[src/rtl/stream_demux_if.sv]
// Valid/ready bundle for stream_demux: one producer port and two consumer ports with occupancy.
// The slave modport is the demux itself; the master modport is the producer/consumer side.
interface stream_demux_if #(
  parameter int WIDTH = 32,
  parameter int CW    = 2
);
  logic [WIDTH-1:0] in_data;
  logic             in_sel;
  logic             in_valid;
  logic             in_ready;

  logic [WIDTH-1:0] out1_data;
  logic             out1_valid;
  logic             out1_ready;
  logic [CW-1:0]    out1_count;

  logic [WIDTH-1:0] out2_data;
  logic             out2_valid;
  logic             out2_ready;
  logic [CW-1:0]    out2_count;

  modport slave (
    input  in_data, in_sel, in_valid, out1_ready, out2_ready,
    output in_ready, out1_data, out1_valid, out1_count,
           out2_data, out2_valid, out2_count
  );

  modport master (
    output in_data, in_sel, in_valid, out1_ready, out2_ready,
    input  in_ready, out1_data, out1_valid, out1_count,
           out2_data, out2_valid, out2_count
  );
endinterface

[src/rtl/stream_demux.sv]
// 1-to-2 stream router: in_sel=1 steers a beat to out1, in_sel=0 to out2,
// each output backed by its own DEPTH-entry FIFO.
module stream_demux #(
  parameter int WIDTH = 32,
  parameter int DEPTH = 2,
  parameter int CW    = 2
) (
  input logic          clk,
  input logic          rst,
  stream_demux_if.slave bus
);
  localparam int AW = $clog2(DEPTH);

  // Index 0 is out1, index 1 is out2.
  logic [1:0]       out_ready;
  logic [1:0]       full;
  logic [1:0]       push;
  logic [1:0]       pop;
  logic [CW-1:0]    count [2];
  logic [WIDTH-1:0] head  [2];
  logic             accept;

  assign out_ready = {bus.out2_ready, bus.out1_ready};

  // No pass-through: a full FIFO refuses its beat even if it is popping this cycle.
  assign bus.in_ready = ~rst & ~(bus.in_sel ? full[0] : full[1]);
  assign accept       = bus.in_valid & bus.in_ready;
  assign push         = {accept & ~bus.in_sel, accept & bus.in_sel};

  genvar gi;
  generate
    for (gi = 0; gi < 2; gi++) begin : g_fifo
      logic [WIDTH-1:0] mem [DEPTH];
      logic [AW-1:0]    wr_ptr_reg;
      logic [AW-1:0]    rd_ptr_reg;
      logic [CW-1:0]    count_reg;

      assign full[gi]  = (count_reg == CW'(DEPTH));
      assign pop[gi]   = (count_reg != '0) & out_ready[gi];
      assign count[gi] = count_reg;
      assign head[gi]  = (count_reg != '0) ? mem[rd_ptr_reg] : '0;

      always_ff @(posedge clk) begin
        if (push[gi]) begin
          mem[wr_ptr_reg] <= bus.in_data;
        end
      end

      always_ff @(posedge clk) begin
        if (rst) begin
          wr_ptr_reg <= '0;
          rd_ptr_reg <= '0;
          count_reg  <= '0;
        end else begin
          if (push[gi]) begin
            wr_ptr_reg <= wr_ptr_reg + AW'(1);
          end
          if (pop[gi]) begin
            rd_ptr_reg <= rd_ptr_reg + AW'(1);
          end
          case ({push[gi], pop[gi]})
            2'b10:   count_reg <= count_reg + CW'(1);
            2'b01:   count_reg <= count_reg - CW'(1);
            default: count_reg <= count_reg;
          endcase
        end
      end
    end
  endgenerate

  assign bus.out1_data  = head[0];
  assign bus.out1_valid = (count[0] != '0);
  assign bus.out1_count = count[0];
  assign bus.out2_data  = head[1];
  assign bus.out2_valid = (count[1] != '0);
  assign bus.out2_count = count[1];
endmodule

[src/flat_wrapper.sv]
// flat-port wrapper written by rule: the top's interface ports become plain ports
module stream_demux_flat 
#(
  parameter int WIDTH = 32,
  parameter int DEPTH = 2,
  parameter int CW    = 2
)
  (clk, rst, bus_in_data, bus_in_sel, bus_in_valid, bus_out1_ready, bus_out2_ready, bus_in_ready, bus_out1_data, bus_out1_valid, bus_out1_count, bus_out2_data, bus_out2_valid, bus_out2_count);
  stream_demux_if #(.WIDTH(WIDTH), .CW(CW)) bus_i ();
  input logic clk;
  input logic rst;
  input wire logic [$bits(bus_i.in_data)-1:0] bus_in_data;
  input wire logic [$bits(bus_i.in_sel)-1:0] bus_in_sel;
  input wire logic [$bits(bus_i.in_valid)-1:0] bus_in_valid;
  input wire logic [$bits(bus_i.out1_ready)-1:0] bus_out1_ready;
  input wire logic [$bits(bus_i.out2_ready)-1:0] bus_out2_ready;
  output wire logic [$bits(bus_i.in_ready)-1:0] bus_in_ready;
  output wire logic [$bits(bus_i.out1_data)-1:0] bus_out1_data;
  output wire logic [$bits(bus_i.out1_valid)-1:0] bus_out1_valid;
  output wire logic [$bits(bus_i.out1_count)-1:0] bus_out1_count;
  output wire logic [$bits(bus_i.out2_data)-1:0] bus_out2_data;
  output wire logic [$bits(bus_i.out2_valid)-1:0] bus_out2_valid;
  output wire logic [$bits(bus_i.out2_count)-1:0] bus_out2_count;
  assign bus_i.in_data = bus_in_data;
  assign bus_i.in_sel = bus_in_sel;
  assign bus_i.in_valid = bus_in_valid;
  assign bus_i.out1_ready = bus_out1_ready;
  assign bus_i.out2_ready = bus_out2_ready;
  assign bus_in_ready = bus_i.in_ready;
  assign bus_out1_data = bus_i.out1_data;
  assign bus_out1_valid = bus_i.out1_valid;
  assign bus_out1_count = bus_i.out1_count;
  assign bus_out2_data = bus_i.out2_data;
  assign bus_out2_valid = bus_i.out2_valid;
  assign bus_out2_count = bus_i.out2_count;
  stream_demux #(.WIDTH(WIDTH), .DEPTH(DEPTH), .CW(CW)) u_core (.clk(clk), .rst(rst), .bus(bus_i));
endmodule
[config.mk]
export PLATFORM = sky130hd
export DESIGN_NAME = stream_demux_flat
export DESIGN_NICKNAME = d
export VERILOG_FILES = /design/src/rtl/stream_demux_if.sv /design/src/rtl/stream_demux.sv /design/src/flat_wrapper.sv
export SDC_FILE = /design/constraint.sdc
export NUM_CORES = 1
export LEC_CHECK = 0
export CAP_MARGIN = 20
export CORE_UTILIZATION = 57
export CTS_BUF_LIST = sky130_fd_sc_hd__clkbuf_4
export CTS_CLUSTER_DIAMETER = 60
export DETAILED_ROUTE_END_ITERATION = 6
export GPL_TIMING_DRIVEN = 0
export PLACE_DENSITY = 0.92
export SETUP_SLACK_MARGIN = 0.3
export SLEW_MARGIN = 15
export SYNTH_ARGS = -nofsm -noshare
export SYNTH_HDL_FRONTEND = slang
export SYNTH_SLANG_ARGS = --single-unit
[constraint.sdc]
create_clock -name clk -period 3.63 [get_ports clk]
set_input_delay 0.5445 -clock clk [delete_from_list [all_inputs] [get_ports clk]]
set_output_delay 0.5445 -clock clk [all_outputs]
set_load 0.005 [all_outputs]
# Word-level counts from Yosys, hierarchy flattened
# Memories as Yosys holds them, arrays and structs flattened. A register that Yosys moved wholly into a read port is not among the register bits.
# Cells that the tools add are included.
[op_classes]
addsub = 8
eq_ne = 6
muxes = 13
n_bitwise = 9
n_reduce_logical = 4
[op_table]
columns = ["op", "count"]
rows = [
  ["2-to-1 mux 32 bit", 2],
  ["2-to-1 mux 1 bit", 9],
  ["== test 2 bit, second input constant", 4],
  ["one-hot mux 2 bit (2 select lines)", 2],
  ["nonzero test 2 bit", 4],
  ["bitwise AND 1 bit", 6],
  ["adder 1 bit, second input constant", 4],
  ["adder 2 x 1 -> 2 bit, second input constant", 2],
  ["== test 2 x 1 -> 1 bit, second input constant", 2],
  ["subtractor 2 x 1 -> 2 bit, second input constant", 2],
  ["inverter 1 bit", 3],
]
[word_totals]
reg_bits = 8
ram_bits = 128
input_bits = 38
out_inout_bits = 71
wordCells = 48
memories = 2
[mem_list]
columns = ["name", "words", "width", "read_ports", "rd_clocked_by_memory_dff", "wr", "line", "text"]
rows = [
  ["u_core.g_fifo[0].mem", 2, 32, 1, 1, 1, "stream_demux.sv:33", "logic [WIDTH-1:0] mem [DEPTH];"],
  ["u_core.g_fifo[1].mem", 2, 32, 1, 1, 1, "stream_demux.sv:33", ""],
]

# Longest topological paths before layout
# Gate-level depths: netlist (run 1).
[depth]
word_depth = 8
mapped_depth = 6

# Least setup slack after synthesis (run 1)
# OpenSTA, ideal clock, no wires.
[synth_path]
path_kind = "in2reg"
startpoint = "in bus_in_valid"
endpoint = "mem u_core.g_fifo[0].mem[0][0], enable pin"
setup_ns = 0.421
arrival_ns = 2.204
slack_ns = 1.004
path_stages = 3
n_path_buf = 0
cell_sequence = "nor2b_1 -> nand3_1 -> nor2_1"
[synth_via]
elab_chain_len = 4
[synth_lines]
columns = ["element", "line", "text"]
rows = [
  ["start, declared", "flat_wrapper.sv:14", "input wire logic [$bits(bus_i.in_valid)-1:0] bus_in_valid;"],
  ["bitwise AND 1 bit", "stream_demux.sv:27", "assign accept = bus.in_valid & bus.in_ready;"],
  ["bitwise AND 1 bit", "stream_demux.sv:28", "assign push = {accept & ~bus.in_sel, accept & bus.in_sel};"],
  ["2-to-1 mux 1 bit", "stream_demux.sv:44", "if (push[gi]) begin"],
  ["2-to-1 mux 1 bit (implied by the code)", "stream_demux.sv:45", "mem[wr_ptr_reg] <= bus.in_data;"],
  ["end, declared", "stream_demux.sv:33", ""],
]
# Every way passes these cells.

# Worst setup path in the final report (run 1)
[layout_path]
startpoint = "reg u_core.g_fifo[0].count_reg[0] (netlist: u_core.bus.out1_count[0])"
endpoint = "out bus_out1_data[11]"
[layout_via]
elab_chain_len = 2
[layout_lines]
columns = ["element", "line", "text"]
rows = [
  ["start, declared", "stream_demux.sv:36", "logic [CW-1:0] count_reg;"],
  ["start signal, assigned", "stream_demux.sv:62", "2'b10: count_reg <= count_reg + CW'(1);"],
  ["start signal, assigned", "stream_demux.sv:63", "2'b01: count_reg <= count_reg - CW'(1);"],
  ["start signal, assigned", "stream_demux.sv:64", "default: count_reg <= count_reg;"],
  ["nonzero test 2 bit", "stream_demux.sv:41", "assign head[gi] = (count_reg != '0) ? mem[rd_ptr_reg] : '0;"],
  ["2-to-1 mux 32 bit", "stream_demux.sv:41", ""],
  ["end, declared", "flat_wrapper.sv:18", "output wire logic [$bits(bus_i.out1_data)-1:0] bus_out1_data;"],
]
# Every way passes these cells.

==> results of run 1 <==
==> layout by cell type (no fill, tap or decap) <==
| cell | instances |
|---|---|
| buf_2 | 9 |
| nor2b_1 | 1 |
| nor2_4 | 4 |
| buf_4 | 5 |
| nand3_1 | 2 |
| clkinv_2 | 1 |
| ha_1 | 2 |
| clkbuf_1 | 1 |
| clkinv_4 | 3 |
| a311o_1 | 2 |
| inv_6 | 2 |
| o21ai_0 | 6 |
| xnor2_1 | 2 |
| xor2_1 | 4 |
| clkbuf_4 | 17 |
| edfxtp_1 | 128 |
| or3_1 | 2 |
| inv_1 | 7 |
| dfxtp_1 | 10 |
| mux2i_1 | 64 |
| buf_16 | 4 |
| a21oi_1 | 3 |
| clkdlybuf4s50_1 | 108 |
| nand2b_1 | 2 |
| bufinv_16 | 5 |
| nand2_1 | 2 |
| clkinvlp_4 | 3 |
| nor2_1 | 72 |
==> metrics by stage <==
stage / std cells / utilization [%] / setup WS [ns]
floorplan: 328 / - / 1.004
global placement: 544 / 73.35 / -0.5782
detailed placement: 548 / 74.93 / 1.031
CTS: 579 / 78.87 / 0.8539
global route: 579 / 78.87 / 0.7758
finish: 579 / 78.87 / 0.8909
==> logic make-up after synthesis <==
kind of cell	count (synthesis)	share of synthesized area, %
compound gates	11	1.234
xor+xnor	6	0.9964
fa+ha+maj	2	0.4744
buf+inv	22	2.135
flops	138	76.68
mux	64	12.15
simple gates	85	6.335
==> power by group <==
part,total [W],switching [W],leakage [nW],internal (W)
clock network,0.00117,0.000551,0.175,0.000619
logic,0.000859,0.000398,0.876,0.000461
registers,0.00182,0.0000281,1.24,0.00179
total,0.00385,0.000977,2.29,0.00287
==> worst register-to-register path, cell delays in order (launching register included) <==
cell and delay (ns):
dfxtp_1 0.45, nand2b_1 0.20, nand3_1 0.24, nor2_4 0.53, buf_16 0.24
==> worst min path at each step <==
stage	endpoint	cells past startpoint	slack [ns]
global route	u_core.g_fifo[0].rd_ptr_reg$_SDFFE_PP0P_	2	0.56
detailed placement	flip-flop	2	0.49
global placement	u_core.g_fifo[1].wr_ptr_reg$_SDFFE_PP0N_	1	0.46
CTS	u_core.g_fifo[0].rd_ptr_reg$_SDFFE_PP0P_	2	0.53
finish	flip-flop	2	0.54
floorplan	u_core.g_fifo[0].wr_ptr_reg$_SDFFE_PP0N_	1	0.45
==> layer usage <==
layer / vias up / global-route usage, % / part of all wire (%)
met5: - / 0 / 0
met4: 0 / 9.070 / 1.4
met3: 12 / 5.583 / 5.6
met2: 102 / 40.68 / 52
met1: 1527 / 28.51 / 41
li1: 1461 / - / -
==> layout make-up <==
type	instances	area, sq um	share of cell area (%)
Tap cell	108	135.1	1.936
Timing Repair Buffer	112	1191	17.07
Clock buffer	17	127.6	1.829
Multi-Input combinational cell	168	1147	16.44
Clock inverter	14	221.5	3.173
Sequential cell	138	4044	57.94
Buffer	15	86.33	1.237
Inverter	7	26.28	0.3765
==> impl_metrics.env, run 1 <==
export IMPL_synthArstFlopShare_pct=0
export IMPL_tns_ns=0
export IMPL_htreeDepth=4
export IMPL_num_vias=3102
export IMPL_dpl_instance_area_sq_um=6630
export IMPL_nNetsFinal=499
export IMPL_dp_hpwl_um=6882
export IMPL_cts_tree="done"
export IMPL_drc_errors=8
export IMPL_cts_made_buffers=17
export IMPL_worstRegToRegCells=4
export IMPL_cts_resized=0
export IMPL_antenna_found_initial=0
export IMPL_cp_end_kind="output port"
export IMPL_worstSetupEndpoint="bus_out1_data[11]"
export IMPL_first_global_vias=3221
export IMPL_p_leak_nw=2.295
export IMPL_status="finished, violations left"
export IMPL_critPathRequiredTime_ns=3.09
export IMPL_clock_skew_ns=0.02012
export IMPL_cts_sinks=138
export IMPL_yosysSeqAreaShare_pct=76.68
export IMPL_synth_common_cells="128 x edfxtp_1, 76 x nor2_1, 64 x mux2i_1"
export IMPL_grt_setup_unrepaired="false"
export IMPL_hp_class="reg -> reg"
export IMPL_crit_fanout=10
export IMPL_top_register="u_core.g_fifo.mem"
export IMPL_violations="design-rule violations"
export IMPL_fillers=512
export IMPL_post_cts_setup_buffer_count=0
export IMPL_finalPower_w=0.003851
export IMPL_layout_min_cycle_time_ns=2.739
export IMPL_cp_slowest_cell="clkdlybuf4s50_1"
export IMPL_clockBufferDepth=2
export IMPL_syn_area_sq_um=5274
export IMPL_synthCells=328
export IMPL_grt_pass1_wl_um=16640
export IMPL_worst_path_largest_cell_delay_ns=0.48
export IMPL_fin_area_sq_um=6979
export IMPL_critPathLaunchType="flip-flop"
export IMPL_first_pass_iters=7
export IMPL_hp_start="u_core.g_fifo[0].rd_ptr_reg$_SDFFE_PP0P_"
export IMPL_port_buffers=108
export IMPL_start_util_pct=59.60
export IMPL_rows=34
export IMPL_coreArea_sq_um=8848
export IMPL_synth_top_cells_by_area="edfxtp_1 73%, mux2i_1 12%, nor2_1 5.4%, dfxtp_1 3.8%, buf_2 0.85%"
export IMPL_wl_um=10660
export IMPL_clkTransAtPathRegs_ns=0.12
export IMPL_maxCapViolations=0
export IMPL_ir_drop_v=0.0003353
export IMPL_power_density_nw_per_um2=551.8
export IMPL_path_class="reg -> out"
export IMPL_wl_per_cell_um=18.41
export IMPL_synth_edf_count=128
export IMPL_n_antenna_cell=0
export IMPL_drt_iter0_drc=153
export IMPL_ys_types=19
export IMPL_final_max_slew_viol_count=0
export IMPL_yosys_warnings=0
export IMPL_path_delay_family="buffers and inverters"
export IMPL_r2r_end="u_core.g_fifo[0].mem[1][12]$_DFFE_PP_"
export IMPL_syn_to_final_growth_pct=32.34
export IMPL_synth_top_area_cell="edfxtp_1"
export IMPL_gp_congestion=0.7194
export IMPL_crit_chain="nor2_1, buf_2, nor2_1, clkdlybuf4s50_1"
export IMPL_die_area_sq_um=9641
export IMPL_period_share_pct=75.46
export IMPL_yosysTopAreaCellShare_pct=72.88
export IMPL_clk_latency_ns=0.49
export IMPL_setup_worst_path_start="u_core.bus.out1_count[0]$_SDFFE_PP0P_"
export IMPL_largest_reg_flops=128
export IMPL_setup_violations=0
export IMPL_grt_max_degree=20
export IMPL_synth_nets=368
export IMPL_final_hold_viol_count=0
export IMPL_synth_most_common_cell="edfxtp_1"
export IMPL_avgSynthCellArea_sq_um=16.08
export IMPL_drive_gt1_share_pct=11.25
export IMPL_worst_slew_pin_slew_ns=0.5748
export IMPL_r2r_start="u_core.bus.out1_count[0]$_SDFFE_PP0P_"
export IMPL_die_h_um=98.19
export IMPL_path_depth=4
export IMPL_cts_root_buffer="clkbuf_4"
export IMPL_crit_buf_inv=2
export IMPL_antenna_left=0
export IMPL_maxSlewHeadroom_pct=61.59
export IMPL_globalRouteOverflowTotal=0
export IMPL_cpMostUsedCell="nor2_1"
export IMPL_grtUsageTotal_pct=23.42
export IMPL_synth_main_ff_cell="edfxtp_1"
export IMPL_timing_hold_ws_ns=0.5383
export IMPL_viasPerCell=5.358
export IMPL_ioPinCount=109
export IMPL_cts_hold_buf=0
export IMPL_ys_ff_latch=138
export IMPL_timing_fmax_mhz=365.1
export IMPL_cp_arrival_ns=2.19
export IMPL_regToRegSetupSlack_ns=1.66
export IMPL_fp_dieW_um=98.19
(Power assumes the default switching activity.)
==> run 2, diff against run 1 <==
- CORE_UTILIZATION: 57 -> 53
- PLACE_DENSITY: 0.92 -> 0.86
- clock period: 3.63 -> 2.9 ns (I/O delays scaled with it)
==> impl_metrics.env, run 2 (synthesis results as in run 1) <==
export IMPL_cts_root_buffer="clkbuf_4"
export IMPL_rows=36
export IMPL_port_buffers=108
export IMPL_final_max_slew_viol_count=0
export IMPL_layout_commonest_cell="edfxtp_1"
export IMPL_ir_drop_v=0.0003538
export IMPL_critPathRequiredTime_ns=2.47
export IMPL_gp_congestion=0.7645
export IMPL_multi_input_comb_area_sq_um=1162
export IMPL_layout_min_cycle_time_ns=2.478
export IMPL_status="complete, no violations"
export IMPL_netSwitchingFraction_pct=26.93
export IMPL_nNetsFinal=499
export IMPL_period_share_pct=85.44
export IMPL_crit_chain="nor2_4, clkbuf_4, nor2_1, clkdlybuf4s50_1"
export IMPL_die_h_um=101.8
export IMPL_coreArea_sq_um=9729
export IMPL_top_register="u_core.g_fifo.mem"
export IMPL_crit_fanout=10
export IMPL_regArea_sq_um=4045
export IMPL_pwr_share_seq_pct=51.1
export IMPL_power_density_nw_per_um2=644.8
export IMPL_drt_iter0_drc=112
export IMPL_worstRegToRegCells=4
export IMPL_critPathLaunchType="flip-flop"
export IMPL_clkTransAtPathRegs_ns=0.11
export IMPL_cts_tree="done"
export IMPL_grt_setup_unrepaired="true"
export IMPL_antenna_left=0
export IMPL_globalRouteOverflowTotal=0
export IMPL_drc_errors=0
export IMPL_comb_power_share_pct=24.4
export IMPL_clockBufferDepth=2
export IMPL_syn_to_final_growth_pct=31.48
export IMPL_maxCapViolations=0
export IMPL_cp_end_kind="output port"
export IMPL_post_cts_setup_buffer_count=0
export IMPL_clock_skew_ns=0.01090
export IMPL_wl_per_cell_um=17.57
export IMPL_clk_latency_ns=0.52
export IMPL_wl_um=10630
export IMPL_cts_hold_buf=0
export IMPL_ioPinCount=109
export IMPL_cp_slowest_cell="clkdlybuf4s50_1"
export IMPL_worst_path_largest_cell_delay_ns=0.53
export IMPL_htreeDepth=4
export IMPL_hold_depth=2
export IMPL_start_util_pct=54.21
export IMPL_cts_made_buffers=17
export IMPL_hp_class="reg -> reg"
export IMPL_finalPower_w=0.004471
export IMPL_drive_gt1_share_pct=11.86
export IMPL_grtUsageTotal_pct=21.90
export IMPL_layout_common_cells="128 x edfxtp_1, 108 x clkdlybuf4s50_1, 70 x nor2_1"
export IMPL_fp_dieW_um=101.8
export IMPL_final_hold_viol_count=0
export IMPL_viasPerCell=5.172
export IMPL_timing_hold_ws_ns=0.5162
export IMPL_n_antenna_cell=0
export IMPL_first_pass_iters=6
export IMPL_worst_slew_pin_slew_ns=0.6223
export IMPL_antenna_found_initial=0
export IMPL_fillers=673
export IMPL_setup_violations=0
export IMPL_maxSlewHeadroom_pct=58.41
export IMPL_grt_max_degree=19
export IMPL_first_global_vias=3140
export IMPL_cp_arrival_ns=2.04
export IMPL_dp_hpwl_um=7064
export IMPL_num_vias=3129
export IMPL_die_area_sq_um=10350
export IMPL_path_class="reg -> out"
export IMPL_p_leak_nw=2.256
export IMPL_timing_fmax_mhz=403.6
export IMPL_cts_sinks=138
export IMPL_grt_pass1_wl_um=15960
export IMPL_p_sw_w=0.001204
export IMPL_intPower_w=0.003267
export IMPL_pwr_share_clk_pct=24.5
export IMPL_largest_reg_flops=128
## run 2: cell count changes in the layout (fill, tap and decap cells not counted), moves of 2 or more
cell | previous run | this run
clkinv_4 | 3 | 1
clkbuf_4 | 17 | 20
clkinv_2 | 1 | 5
bufinv_16 | 5 | 1
nor2_1 | 72 | 70
nor2_4 | 4 | 6
inv_6 | 2 | 0
buf_2 | 9 | 7
clkinvlp_4 | 3 | 5
## run 2: stage by stage
stage	TNS, ns	area, sq um	std cells	utilization [%]	setup WS [ns]
after floorplan	0	5274	328	-	0.3840
after global placement	-153.08	6521	569	67.03	-1.289
after detailed placement	0	6661	573	68.47	0.3591
after CTS	0	6917	605	71.09	0.3087
after global routing	0	6934	605	71.27	0.2673
final	0	6934	605	71.27	0.4222
## run 2: power groups by stage
stage	clock [W]	combinational, W	sequential (W)
finish	0.00109	0.00109	0.00229
floorplan	0	0.000483	0.00232
CTS	0.00112	0.00110	0.00228
detailed placement	0	0.00109	0.00232
global placement	0	0.00104	0.00232
global route	0.00120	0.00118	0.00229
## run 2: final timing paths
check	startpoint	endpoint	slack, ns
worst min-delay path	u_core.g_fifo[1].rd_ptr_reg$_SDFFE_PP0P_	u_core.g_fifo[1].rd_ptr_reg$_SDFFE_PP0P_	0.52
worst max register to register	u_core.bus.out2_count[0]$_SDFFE_PP0P_	u_core.g_fifo[1].mem[0][13]$_DFFE_PP_	0.87
worst min register to register	u_core.g_fifo[1].rd_ptr_reg$_SDFFE_PP0P_	u_core.g_fifo[1].rd_ptr_reg$_SDFFE_PP0P_	0.52
worst max-delay path	u_core.bus.out2_count[0]$_SDFFE_PP0P_	bus_out2_data[10]	0.42
## run 2: routing by layer
metal	wire length [um]	global-route usage (%)	vias to the layer above
met4	149	9.030	0
li1	-	-	1467
met5	0	0	-
met2	5344	36.38	109
met1	4471	26.37	1541
met3	664	7.246	12
## run 2: final cells by class
type / count / share of cell area (%)
Sequential cell: 138 / 58.34
Timing Repair Buffer: 112 / 17.18
Multi-Input combinational cell: 168 / 16.76
Tap cell: 133 / 2.400
Clock buffer: 19 / 2.057
Clock inverter: 13 / 1.516
Buffer: 15 / 1.371
Inverter: 7 / 0.3789
## run 2: what timing repair did
| action | in CTS | in global routing |
|---|---|---|
| endpoints found under the setup margin | 60 | 49 |
| resized for setup | 3 | 5 |
| pin swaps | 0 | 0 |
| cloned | 0 | 0 |
## run 2: worst max-delay path: cells and delay by family, from the launching register on
family	cells	cell delay, ns
buf+inv	2	0.75
flops	1	0.50
simple gates	2	0.27
==> run 3, diff against run 2 <==
- HOLD_SLACK_MARGIN: default -> 0.12
- SETUP_SLACK_MARGIN: 0.3 -> 0.15
==> impl_metrics.env, run 3 (synthesis results as in run 1) <==
export IMPL_first_global_vias=3138
export IMPL_clkTransAtPathRegs_ns=0.11
export IMPL_status="complete, no violations"
export IMPL_stdcell_count=605
export IMPL_final_hold_viol_count=0
export IMPL_grt_max_degree=19
export IMPL_cp_slowest_cell="clkdlybuf4s50_1"
export IMPL_coreArea_sq_um=9729
export IMPL_drt_met1_wl_um=4486
export IMPL_cts_root_buffer="clkbuf_4"
export IMPL_critPathLaunchType="flip-flop"
export IMPL_viasPerCell=5.162
export IMPL_first_pass_iters=6
export IMPL_grt_pass1_wl_um=15940
export IMPL_antenna_found_initial=0
export IMPL_worst_path_largest_cell_delay_ns=0.51
export IMPL_maxCapViolations=0
export IMPL_layout_common_cells="128 x edfxtp_1, 108 x clkdlybuf4s50_1, 70 x nor2_1"
export IMPL_final_max_slew_viol_count=0
export IMPL_die_h_um=101.8
export IMPL_timing_fmax_mhz=391.7
export IMPL_syn_to_final_growth_pct=31.10
export IMPL_num_vias=3123
export IMPL_maxSlewHeadroom_pct=58.66
export IMPL_cts_sinks=138
export IMPL_top_layer="met4"
export IMPL_crit_fanout=10
export IMPL_p_leak_nw=2.249
export IMPL_critPathRequiredTime_ns=2.47
export IMPL_hp_class="reg -> reg"
export IMPL_clockBufferDepth=2
export IMPL_n_antenna_cell=0
export IMPL_grt_setup_unrepaired="false"
export IMPL_dp_slack_ns=0.3591
export IMPL_cp_end_kind="output port"
export IMPL_drive_gt1_share_pct=11.65
export IMPL_path_class="reg -> out"
export IMPL_port_buffers=108
export IMPL_layout_min_cycle_time_ns=2.553
export IMPL_crit_chain="buf_2, buf_2, mux2i_1, nor2_1, clkdlybuf4s50_1"
export IMPL_cpMostUsedCell="buf_2"
export IMPL_start_util_pct=54.21
export IMPL_cts_tree="done"
export IMPL_wl_met3_um=671
export IMPL_cp_arrival_ns=2.12
export IMPL_clock_skew_ns=0.01040
export IMPL_fp_dieW_um=101.8
export IMPL_grtUsageTotal_pct=21.85
export IMPL_dp_hpwl_um=7064
export IMPL_setup_violations=0
export IMPL_wl_um=10640
export IMPL_wl_per_cell_um=17.59
export IMPL_drc_errors=0
export IMPL_drt_iter0_drc=107
export IMPL_layout_commonest_cell="edfxtp_1"
export IMPL_post_cts_setup_buffer_count=0
export IMPL_path_delay_family="buffers and inverters"
export IMPL_antenna_left=0
export IMPL_globalRouteOverflowTotal=0
export IMPL_fin_area_sq_um=6914
export IMPL_tns_ns=0
export IMPL_htreeDepth=4
export IMPL_gp_congestion=0.7645
export IMPL_largest_reg_flops=128
export IMPL_ir_drop_v=0.0003518
export IMPL_utilization_pct=71.06
export IMPL_setup_slack_ns=0.3471
export IMPL_crit_buf_inv=3
export IMPL_rows=36
export IMPL_cts_made_buffers=17
export IMPL_dpl_instance_area_sq_um=6661
export IMPL_clk_latency_ns=0.51
export IMPL_ioPinCount=109
export IMPL_nNetsFinal=499
export IMPL_period_share_pct=88.03
export IMPL_die_area_sq_um=10350
export IMPL_route_met2_wl_um=5375
export IMPL_power_density_nw_per_um2=644.9
export IMPL_numPlacedInstances=573
export IMPL_top_register="u_core.g_fifo.mem"
export IMPL_worst_slew_pin_slew_ns=0.6186
[run 3: final cells by class]
class,count,area (sq um)
Clock buffer,19,142.6
Multi-Input combinational cell,168,1152
Timing Repair Buffer,112,1191
Buffer,15,86.33
Tap cell,133,166.4
Inverter,7,26.28
Sequential cell,138,4044
Fill cell,673,2815
Clock inverter,13,105.1
[run 3: final timing paths]
kind,from,endpoint,slack (ns),depth (start not counted)
setup reg to reg,u_core.bus.out1_count[0]$_SDFFE_PP0P_,u_core.g_fifo[0].mem[1][29]$_DFFE_PP_,0.89,4
hold reg to reg,u_core.g_fifo[1].rd_ptr_reg$_SDFFE_PP0P_,u_core.g_fifo[1].rd_ptr_reg$_SDFFE_PP0P_,0.52,2
hold / removal,u_core.g_fifo[1].rd_ptr_reg$_SDFFE_PP0P_,u_core.g_fifo[1].rd_ptr_reg$_SDFFE_PP0P_,0.52,2
setup / recovery,flip-flop,bus_out2_data[21],0.35,5
[run 3: worst min-delay path, cell delays in order, from the launching register on]
cell and delay [ns]:
dfxtp_1 0.34, xor2_1 0.08, nor2_1 0.07
[run 3: report_power, final]
part	total (W)	switching [W]	leakage, nW	internal, W
sequential	0.00228	0.0000363	1.24	0.00225
combinational	0.00108	0.000505	0.877	0.000578
clock	0.00109	0.000661	0.128	0.000433
total	0.00446	0.00120	2.25	0.00326
[run 3: what timing repair did]
action,in CTS,in global routing
hold buffers,0,0
resized for setup,1,1
setup endpoints to repair,9,25
[run 3: through the flow]
stage / hold slack [ns] / total power (W)
after global placement: 0.4617 / 0.003367
after global routing: 0.5047 / 0.004655
after floorplan: 0.4473 / 0.002803
after CTS: 0.5060 / 0.004493
after detailed placement: 0.4911 / 0.003412
final: 0.5201 / 0.004459
[run 3: layer usage]
layer,track usage [%],vias up
met5,0,-
met3,7.246,8
met1,26.42,1537
met2,36.17,113
li1,-,1465
met4,9.030,0
